===== config.mk =====
export PLATFORM = sky130hd
export DESIGN_NAME = periph_clk_divider
export DESIGN_NICKNAME = d
export VERILOG_FILES = /design/src/rtl/periph_clk_div_pkg.sv /design/src/rtl/periph_clk_div_channel.sv /design/src/rtl/periph_clk_divider.sv
export SDC_FILE = /design/constraint.sdc
export NUM_CORES = 1
export LEC_CHECK = 0
export CORE_MARGIN = 2
export CORE_UTILIZATION = 60
export CTS_BUF_LIST = sky130_fd_sc_hd__clkbuf_8
export DETAILED_ROUTE_END_ITERATION = 8
export PLACE_DENSITY = 0.79
export SKIP_LAST_GASP = 1
export SYNTH_ARGS = -nofsm -noshare
export SYNTH_HDL_FRONTEND = slang
export SYNTH_SLANG_ARGS = --single-unit
export TNS_END_PERCENT = 100

===== constraint.sdc =====
create_clock -name clk_i -period 4.85 [get_ports clk_i]
set_clock_uncertainty 0.2 [all_clocks]
set_input_delay 0.97 -clock clk_i [delete_from_list [all_inputs] [get_ports clk_i]]
set_output_delay 0.97 -clock clk_i [all_outputs]
set_load 0.01 [all_outputs]

===== src/rtl/periph_clk_div_pkg.sv =====
// Shared types and helpers for the peripheral clock divider.
package periph_clk_div_pkg;

    localparam int MinDiv  = 2;
    localparam int MaxChW  = 4;
    localparam int MaxDivW = 32;

    typedef struct packed {
        logic [MaxChW-1:0]  ch;
        logic [MaxDivW-1:0] div;
        logic               en;
    } cfg_t;

    // Number of high cycles in one period; odd ratios get the extra cycle high.
    function automatic logic [MaxDivW-1:0] half_period(input logic [MaxDivW-1:0] div);
        return (div + 32'd1) >> 1;
    endfunction

endpackage


===== src/rtl/periph_clk_div_channel.sv =====
// One divider channel: counter, shadow (pending) ratio registers and output registers.
// Optional phase-align input is present when PERIPH_CLK_DIVIDER_SYNC_EN is defined.
module periph_clk_div_channel
    import periph_clk_div_pkg::*;
#(
    parameter int DivWidth   = 16,
    parameter int DefaultDiv = 50,
    parameter bit DefaultEn  = 1'b1
) (
    input  logic                clk,
    input  logic                rst,
`ifdef PERIPH_CLK_DIVIDER_SYNC_EN
    input  logic                sync,
`endif
    input  logic                wr,
    input  logic [DivWidth-1:0] wr_div,
    input  logic                wr_en,
    output logic                pend,
    output logic                div_clk,
    output logic                tick,
    output logic                active
);

    logic [DivWidth-1:0] cnt_q;
    logic [DivWidth-1:0] div_q;
    logic [DivWidth-1:0] pend_div_q;
    logic                en_q;
    logic                pend_q;
    logic                pend_en_q;
    logic                out_q;
    logic                tick_q;
    logic                wrap;

    assign active = en_q && (div_q >= DivWidth'(MinDiv));
    assign wrap   = active && (cnt_q == div_q - DivWidth'(1));

    always_ff @(posedge clk) begin
        if (wr) begin
            pend_div_q <= wr_div;
            pend_en_q  <= wr_en;
        end
    end

    // Shadow values only land on a period boundary so the running period never shortens.
    always_ff @(posedge clk or posedge rst) begin
        if (rst) begin
            cnt_q  <= '0;
            div_q  <= DivWidth'(DefaultDiv);
            en_q   <= DefaultEn;
            pend_q <= 1'b0;
            out_q  <= 1'b0;
            tick_q <= 1'b0;
        end else begin
            if (wr) begin
                pend_q <= 1'b1;
            end
            if (active) begin
                tick_q <= wrap;
                out_q  <= (MaxDivW'(cnt_q) < half_period(MaxDivW'(div_q)));
                if (wrap) begin
                    cnt_q <= '0;
                    if (pend_q) begin
                        div_q  <= pend_div_q;
                        en_q   <= pend_en_q;
                        pend_q <= 1'b0;
                    end
                end else begin
                    cnt_q <= cnt_q + DivWidth'(1);
                end
`ifdef PERIPH_CLK_DIVIDER_SYNC_EN
                if (sync) begin
                    cnt_q <= '0;
                end
`endif
            end else begin
                cnt_q  <= '0;
                out_q  <= 1'b0;
                tick_q <= 1'b0;
                if (pend_q) begin
                    div_q  <= pend_div_q;
                    en_q   <= pend_en_q;
                    pend_q <= 1'b0;
                end
            end
        end
    end

    assign pend    = pend_q;
    assign div_clk = out_q;
    assign tick    = tick_q;

endmodule


===== src/rtl/periph_clk_divider.sv =====
// Multi-channel peripheral clock / tick divider with a valid/ready ratio config port.
// Define PERIPH_CLK_DIVIDER_SYNC_EN to add sync_i, which phase-aligns all active channels.
module periph_clk_divider
    import periph_clk_div_pkg::*;
#(
    parameter  int NumCh      = 2,
    parameter  int DivWidth   = 16,
    parameter  int DefaultDiv = 50,
    parameter  bit DefaultEn  = 1'b1,
    localparam int ChW        = (NumCh > 1) ? $clog2(NumCh) : 1
) (
    input  logic                clk_i,
    input  logic                rst_i,
`ifdef PERIPH_CLK_DIVIDER_SYNC_EN
    input  logic                sync_i,
`endif
    input  logic                cfg_valid_i,
    output logic                cfg_ready_o,
    input  logic [ChW-1:0]      cfg_ch_i,
    input  logic [DivWidth-1:0] cfg_div_i,
    input  logic                cfg_en_i,
    output logic                cfg_err_o,
    output logic [NumCh-1:0]    div_clk_o,
    output logic [NumCh-1:0]    tick_o,
    output logic [NumCh-1:0]    active_o
);

    cfg_t             cfg;
    logic [NumCh-1:0] sel;
    logic [NumCh-1:0] pend;
    logic [NumCh-1:0] wr;
    logic [NumCh-1:0] ch_active;
    logic             oor;
    logic             illegal;
    logic             xfer;
    logic             err_q;

    always_comb begin
        cfg     = '0;
        cfg.ch  = MaxChW'(cfg_ch_i);
        cfg.div = MaxDivW'(cfg_div_i);
        cfg.en  = cfg_en_i;
    end

    always_comb begin
        sel = '0;
        for (int i = 0; i < NumCh; i++) begin
            sel[i] = (cfg.ch == MaxChW'(i));
        end
    end

    // A channel index that selects nothing is out of range: always ready, always rejected.
    assign oor         = ~|sel;
    assign illegal     = cfg.en && (cfg.div < MaxDivW'(MinDiv));
    assign cfg_ready_o = oor || ~|(sel & pend);
    assign xfer        = cfg_valid_i && cfg_ready_o;
    assign wr          = (xfer && !oor && !illegal) ? sel : '0;

    always_ff @(posedge clk_i or posedge rst_i) begin
        if (rst_i) begin
            err_q <= 1'b0;
        end else begin
            err_q <= xfer && (oor || illegal);
        end
    end

    assign cfg_err_o = err_q;

    for (genvar g = 0; g < NumCh; g++) begin : g_ch
        periph_clk_div_channel #(
            .DivWidth  (DivWidth),
            .DefaultDiv(DefaultDiv),
            .DefaultEn (DefaultEn)
        ) u_ch (
            .clk    (clk_i),
            .rst    (rst_i),
`ifdef PERIPH_CLK_DIVIDER_SYNC_EN
            .sync   (sync_i),
`endif
            .wr     (wr[g]),
            .wr_div (cfg_div_i),
            .wr_en  (cfg_en_i),
            .pend   (pend[g]),
            .div_clk(div_clk_o[g]),
            .tick   (tick_o[g]),
            .active (ch_active[g])
        );
    end

    assign active_o = ch_active & {NumCh{~rst_i}};

endmodule


==> results of run 1 <==
==> logic make-up (layout without fill, tap and decap cells) <==
kind of cell             after synthesis  after routing  share of synthesized area (%)
multiplexers                          37             37                           6.82
adder cells (fa/ha/maj)               38             38                           7.22
XOR/XNOR                              94             94                           12.5
AO/OA/AOI/OAI                         71             71                           7.46
AND/OR/NAND/NOR                      238            238                           19.1
buffers and inverters                 51             59                           3.55
flip-flops                           107            107                           43.4
==> final timing paths <==
| check | cells after the start | to | slack, ns |
|---|---|---|---|
| worst max-delay path | 14 | g_ch[0].u_ch.div_clk | 0.91 |
| max in group asynchronous | 3 | g_ch[1].u_ch.div_clk | 2.58 |
| worst min register to register | 1 | g_ch[1].u_ch.div_q[5] | 0.25 |
| worst min-delay path | 1 | g_ch[1].u_ch.div_q[5] | 0.25 |
| worst max register to register | 14 | g_ch[0].u_ch.div_clk | 0.91 |
| min in group asynchronous | 2 | g_ch[0].u_ch.cnt_q[7] | 0.81 |
==> worst max-delay path: cells and delay by family, from the launching register on <==
| family | cells | cell delay [ns] |
|---|---|---|
| simple gates | 6 | 1.26 |
| flops | 1 | 0.62 |
| xor+xnor | 1 | 0.19 |
| fa+ha+maj | 1 | 0.30 |
| compound gates | 6 | 1.24 |
==> power groups by stage <==
stage | combinational [mW] | sequential (mW) | clock, mW
global placement | 1.17 | 1.51 | 0
CTS | 1.23 | 1.50 | 0.551
floorplan | 1.16 | 1.27 | 0
finish | 1.23 | 1.51 | 0.534
global route | 1.38 | 1.55 | 0.587
detailed placement | 1.22 | 1.52 | 0
==> sequential cells by signal, summed over array words and instances (netlist names) <==
signal and cells:
g_ch.u_ch.div_clk 2, g_ch.u_ch.pend_div_q 32, g_ch.u_ch.tick 2, g_ch.u_ch.cnt_q 32, g_ch.u_ch.pend_en_q 2, g_ch.u_ch.en_q 2
g_ch.u_ch.div_q 32, cfg_err_o 1, g_ch.u_ch.pend 2
==> through the flow <==
stage / utilization [%] / power (mW)
CTS: 65.6 / 3.29
global route: 65.6 / 3.52
floorplan: - / 2.44
global placement: 63.9 / 2.68
finish: 65.6 / 3.27
detailed placement: 63.9 / 2.74
==> area by class of cell <==
type	count	area, um2	share of cell area [%]
well taps	140	175	2.47
flip-flops and latches	107	2860	40.4
clock buffers	9	124	1.75
clock inverters	7	62.6	0.884
multi-input cells	478	3510	49.5
inverters	10	37.5	0.530
repair buffers	33	318	4.49
==> cell usage after synthesis, drive strengths merged (4+ instances only) <==
master / instances / area [um2]
nor4b: 4 / 50.1
a21o: 10 / 75.1
nor3b: 4 / 30.0
edfxtp: 34 / 1020
dfstp: 8 / 210
and2: 4 / 25.0
dfrtp: 65 / 1630
xnor2: 44 / 385
ha: 38 / 475
and3: 18 / 113
mux2: 33 / 409
nor2: 67 / 251
xor2: 50 / 438
nand3: 31 / 155
inv: 10 / 37.5
nand2: 45 / 176
and4: 5 / 43.8
nor2b: 4 / 25.0
mux2i: 4 / 40.0
o21ai: 14 / 85.1
buf: 14 / 93.8
o211ai: 7 / 52.6
or3: 4 / 25.0
a21oi: 18 / 90.1
nor3: 15 / 85.1
nand4: 13 / 81.3
clkbuf: 27 / 103
nor4: 10 / 92.6
==> cell usage in the layout, fill, tap and decap left out, types with 8 or more instances in the layout <==
cell / count
clkbuf_8: 9
nand3_1: 31
dfstp_2: 8
edfxtp_1: 34
xor2_1: 50
mux2_2: 13
mux2_1: 10
nor4_1: 8
ha_1: 38
dfrtp_1: 65
o21ai_0: 11
nor2_1: 67
a21oi_1: 18
nand2_1: 44
mux2_4: 10
a21o_1: 10
inv_1: 11
clkdlybuf4s50_1: 28
nand4_1: 13
xnor2_1: 44
nor3_1: 12
and3_1: 18
==> layer usage <==
layer	wire length [um]	GRT usage, %	vias up
li1	-	-	2255
met1	6710	38.1	2310
met2	6420	39.0	140
met3	902	5.44	14
met4	158	6.41	0
met5	0	0	-
==> impl_metrics.toml, run 1 <==
[outcome]
status = "finished clean"

[timing]
fmax_ghz = 0.254
hold_viol = 0
maxSlewViolCount = 0
tightestPinTransition_ns = 0.847
setup_viol = 0
holdWs_ns = 0.250
slew-limit-headroom_pct = 43.5
fin_crit_ns = 3.94
rsz0062_at_grt = "false"
finalSetupTns_ns = 0
fin_crit_sh_pct = 81.3
fin_ws_ns = 0.909

[power_and_ir_drop]
p_sw_share_pct = 39.4
p_leak_nw = 2.92
pwr-share-clk_pct = 16.3
powerDensity_nw_per_um2 = 462
sequentialPowerShare_pct = 46.2
p_comb_share_pct = 37.5
ir_drop_v = 0.000369
switchingPower_mw = 1.29
internal-power_mw = 1.98

[clocking]
ctsHtreeMaxLevel = 3
cts_setup_buffers = 0
clk_pin_slew_ns = 0.11
cts_tree = "yes"
clock_path_buffers = 2
clock-sinks = 107
numCtsBuffers = 9
clk_latency_ns = 0.39
root_buffer = "clkbuf_8"
cts_resized = 0
cts_hold_buf = 0

[floorplanning]
fp.dieH_um = 109
die_x_um = 109
io_pins = 29
core_area_um2 = 10800
start_util_pct = 61.0
num_rows = 38
dieArea_um2 = 11800

[critical_path]
slowest_stage = "dfrtp_1"
endpoint_kind = "flip-flop"
cp_common_cell = "a21o_1"
path_cells = "and3_1 -> and2_1 -> nand2_1 -> nor3_1 -> nand3_1 -> xor2_1 -> ha_1 -> a21o_1 -> a21o_1 -> a21oi_1 -> nor2_1 -> a211oi_1 -> o21ai_0 -> a2111oi_0"
path_class = "reg2reg"
crit_fanout = 12
crit_path_max_incr_delay_ns = 0.62
r2r-start = "g_ch[0].u_ch.div_q[2]"
crit_path_start = "g_ch[0].u_ch.div_q[2]"
critical_path_arrival_ns = 4.00
required_ns = 4.91
critPathLaunchType = "flip-flop"

[logic_synthesis]
seq_area_frac_synth_pct = 43.4
ys.warnings.count = 0
synthFlopType = "dfrtp_1"
synth_seq_cells = 107
yosysUniqueCellTypes = 64
synth_edf_count = 34
syn_nets = 695
syn-instance-count = 636
postSynth.asyncResetShare_pct = 68.2
syn_area_per_cell_um2 = 10.4
syn_area_um2 = 6590

[detailed_routing]
drc_errors = 0
vias_per_cell = 6.02
postRouteAntennaNets = 0
wl_um = 14200
dr.pass1.iters = 5
wire_per_inst_um = 18.1
drt-initial-drc-count = 330
vias = 4719

[min_path]
min_from = "g_ch[1].u_ch.pend_div_q[5]"
hold_class = "reg2reg"

[placed_design]
placed_area_um2 = 6890
io_buffers = 28
hpwl_um = 10500
pre_cts_slack_ns = 1.02
place_congestion = 0.965
dp.cells = 768

[cells_and_area]
fin_area_um2 = 7080
syn2layout_area_growth_pct = 7.48
final_nets = 698
diodes = 0
fin_cells = 784
drive_above_1_share_pct = 10.4
fillCellCount = 852

[global_routing]
grt_pass1_vias = 4476
globalRouteOverflowTotal = 0
grt_max_degree = 50
antenna_found_initial = 0
grt_usage_pct = 25.8
grt_pass1_wl_um = 23100

[run]
cap_violations = 0
No activity file was read; power rests on OpenSTA's default activity.
==> run 2: changes to the inputs <==
--- a/config.mk
+++ b/config.mk
@@ -6,7 +6,7 @@
 export NUM_CORES = 1
 export LEC_CHECK = 0
 export CORE_MARGIN = 2
-export CORE_UTILIZATION = 60
+export CORE_UTILIZATION = 57
 export CTS_BUF_LIST = sky130_fd_sc_hd__clkbuf_8
 export DETAILED_ROUTE_END_ITERATION = 8
 export PLACE_DENSITY = 0.79
==> constraint.sdc (replaced) <==
create_clock -name clk_i -period 3.2 [get_ports clk_i]
set_clock_uncertainty 0.2 [all_clocks]
set_input_delay 0.64 -clock clk_i [delete_from_list [all_inputs] [get_ports clk_i]]
set_output_delay 0.64 -clock clk_i [all_outputs]
set_load 0.01 [all_outputs]
==> impl_metrics.toml, run 2 (synthesis results as in run 1) <==
[outcome]
status = "finished clean"

[cells_and_area]
final_common_cell = "nor2_1"
syn2layout_area_growth_pct = 14.3
final_cell_mix = "nor2_1, dfrtp_1, xor2_1, xnor2_1, nand2_1"
fin_area_um2 = 7530
reg_top3 = "g_ch.u_ch.cnt_q (32), g_ch.u_ch.div_q (32), g_ch.u_ch.pend_div_q (32)"
final_nets = 736
drive_above_1_share_pct = 18.9
diodes = 0

[placed_design]
io_buffers = 28
placed_area_um2 = 7150
hpwl_um = 10900
place_congestion = 0.887

[global_routing]
antenna_found_initial = 0
grt_pass1_vias = 4793
grt_usage_pct = 24.6
grt_max_degree = 30
globalRouteOverflowTotal = 0
grt_pass1_wl_um = 24600

[critical_path]
crit_fanout = 6
path_depth = 6
critical_path_arrival_ns = 2.32
endpoint_kind = "output pin"
path_cells = "buf_4 -> or3_1 -> or4_4 -> o21ai_4 -> nor2_1 -> dlygate4sd2_1"
crit_path_start = "g_ch[0].u_ch.div_q[4]"
worst-path-buf-inv = 2
critPathTopFamily = "simple AND/OR/NAND/NOR gates"
crit_path_max_incr_delay_ns = 0.45
r2r_cells = 14
r2r_end = "g_ch[0].u_ch.div_clk"
slowest_stage = "or4_4"
required_ns = 2.36
reg2reg_slack_ns = 0.06
path_class = "reg2out"
r2r-start = "g_ch[0].u_ch.div_q[4]"
crit_path_end = "active_o[0]"
critPathLaunchType = "flip-flop"

[floorplanning]
dieArea_um2 = 12400
fp.dieH_um = 112
num_rows = 39
start_util_pct = 57.9
io_pins = 29
die_x_um = 112
core_area_um2 = 11400

[clocking]
numCtsBuffers = 9
clk_latency_ns = 0.40
root_buffer = "clkbuf_8"
clk_pin_slew_ns = 0.11
cts_hold_buf = 0
ctsHtreeMaxLevel = 3
cts_tree = "yes"
clock_path_buffers = 2
clock-sinks = 107

[power_and_ir_drop]
ir_drop_v = 0.000404
p_leak_nw = 3.15
powerDensity_nw_per_um2 = 705

[detailed_routing]
drc_errors = 0
drt-initial-drc-count = 388
wl_um = 14700
dr.pass1.iters = 5
postRouteAntennaNets = 0
vias_per_cell = 5.94
wire_per_inst_um = 17.8
vias = 4899

[run]
cap_violations = 0

[timing]
slew-limit-headroom_pct = 45.1
fmax_ghz = 0.317
finalSetupTns_ns = 0
rsz0062_at_grt = "true"
maxSlewViolCount = 0
fin_crit_ns = 3.16
fin_crit_sh_pct = 98.6
setup_viol = 0
hold_viol = 0
tightestPinTransition_ns = 0.820

[min_path]
hold_class = "reg2reg"
==> run 2: what timing repair did <==
action	in CTS	in global routing
gates resized for setup	11	19
buffers inserted	1	9
cloned	0	0
setup endpoints to repair	4	50
pin swaps	3	15
==> run 2: power breakdown <==
part | switching [mW] | internal [mW]
Sequential | 0.476 | 1.71
Clock | 0.497 | 0.367
Combinational | 1.12 | 1.14
==> run 2: stage by stage <==
step | worst slack [ns] | hold slack [ns] | cells | utilization (%) | power, mW
finish | 0.0436 | 0.259 | 825 | 66.2 | 5.31
detailed placement | -0.0440 | 0.242 | 799 | 62.8 | 4.34
CTS | -0.0200 | 0.265 | 816 | 64.9 | 5.22
global route | -0.123 | 0.299 | 825 | 66.2 | 5.67
floorplan | 0.00690 | 0.232 | 636 | - | 3.73
global placement | 0.110 | 0.240 | 799 | 62.8 | 4.22
==> run 2: worst min-delay path by stage <==
stage | startpoint | end | slack [ns] | depth (start not counted)
after floorplan | g_ch[1].u_ch.pend_div_q[0] | g_ch[1].u_ch.div_q[0] | 0.23 | 1
after global placement | g_ch[1].u_ch.pend_div_q[7] | g_ch[1].u_ch.div_q[7] | 0.24 | 1
after detailed placement | g_ch[1].u_ch.pend_div_q[3] | g_ch[1].u_ch.div_q[3] | 0.24 | 1
after CTS | g_ch[1].u_ch.pend_div_q[3] | g_ch[1].u_ch.div_q[3] | 0.26 | 1
after global routing | g_ch[1].u_ch.pend_div_q[6] | g_ch[1].u_ch.div_q[6] | 0.30 | 1
final | g_ch[1].u_ch.pend_div_q[3] | g_ch[1].u_ch.div_q[3] | 0.26 | 1
==> run 2: cell type report <==
class / count / area (um2)
Clock buffer: 9 / 124
Clock inverter: 7 / 73.8
Fill cell: 872 / 3840
Inverter: 10 / 37.5
Multi-Input combinational cell: 478 / 3630
Sequential cell: 107 / 2860
Tap cell: 143 / 179
Timing Repair Buffer: 71 / 621
==> run 2: layer usage <==
metal | global-route usage (%) | vias up | wire length [um]
met1 | 37.4 | 2408 | 7040
li1 | - | 2327 | -
met5 | 0 | - | 0
met2 | 36.1 | 149 | 6570
met4 | 8.81 | 0 | 225
met3 | 3.76 | 15 | 821
==> run 2: worst reg2reg max path: stages (launching register included) <==
cell	delay [ns]
dfstp_2	0.54
and3_4	0.17
and2_4	0.14
nand2_2	0.05
nor3_2	0.14
nand3_1	0.11
xor2_1	0.18
ha_1	0.31
a21o_1	0.17
a21o_1	0.16
a21oi_2	0.11
nor2_1	0.06
a211oi_2	0.23
o21ai_2	0.12
a2111oi_4	0.35
==> run 3: changes to the inputs <==
--- a/config.mk
+++ b/config.mk
@@ -5,7 +5,6 @@
 export SDC_FILE = /design/constraint.sdc
 export NUM_CORES = 1
 export LEC_CHECK = 0
-export CORE_MARGIN = 2
 export CORE_UTILIZATION = 57
 export CTS_BUF_LIST = sky130_fd_sc_hd__clkbuf_8
 export DETAILED_ROUTE_END_ITERATION = 8
==> impl_metrics.toml, run 3 (synthesis results as in run 1) <==
[critical_path]
r2r_end = "g_ch[0].u_ch.div_q[12]"
reg2reg_slack_ns = 0.03
endpoint_kind = "flip-flop"
r2r-start = "g_ch[0].u_ch.div_q[1]"
r2r_cells = 11
path_class = "reg2reg"
required_ns = 3.27
crit_fanout = 16
path_cells = "inv_1 -> ha_4 -> nor4b_4 -> buf_4 -> xor2_1 -> or3_1 -> o31ai_2 -> a21oi_2 -> o21ai_4 -> nand2_8 -> mux2_4"
critical_path_arrival_ns = 3.25
crit_path_max_incr_delay_ns = 0.62
slowest_stage = "dfstp_2"
critPathTopFamily = "simple AND/OR/NAND/NOR gates"
worst-path-buf-inv = 2
critPathLaunchType = "flip-flop"

[placed_design]
dp.cells = 798
hpwl_um = 11000
place_congestion = 0.925
io_buffers = 28

[cells_and_area]
final_nets = 739
fillCellCount = 830
reg_top3 = "g_ch.u_ch.cnt_q (32), g_ch.u_ch.div_q (32), g_ch.u_ch.pend_div_q (32)"
final_cell_mix = "nor2_1, dfrtp_1, xor2_1, buf_4, xnor2_1"
multi_input_area_um2 = 3650
fin_util_pct = 68.3
drive_above_1_share_pct = 19.7
diodes = 0
final_common_cell = "nor2_1"
syn2layout_area_growth_pct = 14.3
regArea_um2 = 2860
fin_cells = 825

[power_and_ir_drop]
pwr-share-clk_pct = 15.7
p_leak_nw = 3.17
powerDensity_nw_per_um2 = 711
sequentialPowerShare_pct = 40.5
p_comb_share_pct = 43.8
p_sw_share_pct = 39.5
internal-power_mw = 3.24
switchingPower_mw = 2.12
totalPowerFinal_mw = 5.35
ir_drop_v = 0.000457

[clocking]
numCtsBuffers = 9
clock-sinks = 107
cts_hold_buf = 0
cts_tree = "yes"
clock_path_buffers = 2
ctsHtreeMaxLevel = 3
clk_pin_slew_ns = 0.11
clk_latency_ns = 0.40
root_buffer = "clkbuf_8"

[floorplanning]
dieArea_um2 = 12000
io_pins = 29
fp.dieH_um = 110
core_area_um2 = 11000
start_util_pct = 59.7
die_x_um = 110
num_rows = 38

[detailed_routing]
vias_per_cell = 5.95
dr.pass1.iters = 5
postRouteAntennaNets = 0
wire_per_inst_um = 18.2
vias = 4911
drt-initial-drc-count = 356
wl_um = 15000
drc_errors = 0

[global_routing]
grt_pass1_vias = 4625
grt_max_degree = 31
grt_pass1_wl_um = 23500
antenna_found_initial = 0
globalRouteOverflowTotal = 0
grt_usage_pct = 26.1

[timing]
fin_crit_ns = 3.17
fmax_ghz = 0.315
setup_viol = 0
maxSlewViolCount = 0
tightestPinTransition_ns = 0.811
fin_crit_sh_pct = 99.1
hold_viol = 0
slew-limit-headroom_pct = 45.6
rsz0062_at_grt = "true"

[outcome]
status = "finished clean"

[min_path]
hold_depth = 1
min_from = "g_ch[1].u_ch.pend_div_q[2]"
hold_class = "reg2reg"
hold_path_end = "g_ch[1].u_ch.div_q[2]"

[run]
cap_violations = 0
==> run 3: changes by cell type in the layout (fill, tap and decap cells not counted), moves of 2 or more <==
cell     change
o31ai_1      -2
or4_4        -2
buf_4        +6
nor3_2       -2
nor3_4       +2
buf_6        -2
a21oi_1      -2
a21oi_2      +2
o31ai_2      +2
or4_1        +2
==> run 3: final cells by class <==
class | count | area share (%)
Tap cell | 140 | 2.33
Clock buffer | 9 | 1.65
Multi-Input combinational cell | 478 | 48.4
Inverter | 10 | 0.499
Timing Repair Buffer | 74 | 8.23
Sequential cell | 107 | 38.0
Clock inverter | 7 | 0.881
==> run 3: worst reg2reg max path: cells and delay by family, from the launching register on <==
kind / cells / cell delay [ns]
buf+inv: 2 / 0.29
mux: 1 / 0.34
flops: 1 / 0.62
xor+xnor: 1 / 0.14
simple gates: 3 / 0.66
fa+ha+maj: 1 / 0.21
compound gates: 3 / 0.60
==> run 3: routing by layer <==
layer / up-vias / share of wire, % / track usage [%]
met1: 2396 / 47 / 38.3
met3: 20 / 6.4 / 6.28
met5: - / 0 / 0
met2: 158 / 45 / 39.1
li1: 2337 / - / -
met4: 0 / 0.95 / 6.00
==> run 3: worst max path at each step <==
stage | from | slack (ns) | cells after the start | endpoint
floorplan | g_ch[0].u_ch.div_q[0] | 0.007 | 12 | g_ch[0].u_ch.div_q[0]
global placement | g_ch[0].u_ch.div_q[4] | 0.08 | 14 | g_ch[0].u_ch.div_clk
detailed placement | g_ch[1].u_ch.div_q[1] | -0.05 | 12 | g_ch[1].u_ch.div_clk
CTS | g_ch[0].u_ch.div_q[4] | -0.03 | 7 | active_o[0]
global route | g_ch[0].u_ch.div_q[4] | -0.11 | 14 | g_ch[0].u_ch.div_clk
finish | g_ch[0].u_ch.div_q[1] | 0.03 | 11 | g_ch[0].u_ch.div_q[12]
==> run 3: repair_timing <==
item                       in CTS  in global routing
pin swaps                       2                 15
hold endpoints to repair        0                  0
setup endpoints to repair       4                 35
resized for setup              10                 23
buffers inserted                3                  8
==> run 3: per-stage QoR <==
step	TNS, ns	cell area [um2]	setup slack [ns]	hold slack (ns)
finish	0	7530	0.0280	0.265
global route	-1.39	7530	-0.112	0.286
CTS	-0.0326	7370	-0.0326	0.273
detailed placement	-0.0832	7140	-0.0547	0.249
global placement	0	7140	0.0816	0.238
floorplan	0	6620	0.00690	0.232
==> run 3: power groups by stage <==
stage | Sequential (mW) | Combinational [mW] | Clock, mW
2_1_floorplan | 1.93 | 1.80 | 0
3_3_place_gp | 2.15 | 2.11 | 0
3_5_place_dp | 2.17 | 2.20 | 0
4_1_cts | 2.14 | 2.23 | 0.858
5_1_grt | 2.21 | 2.58 | 0.906
6_report | 2.17 | 2.34 | 0.842
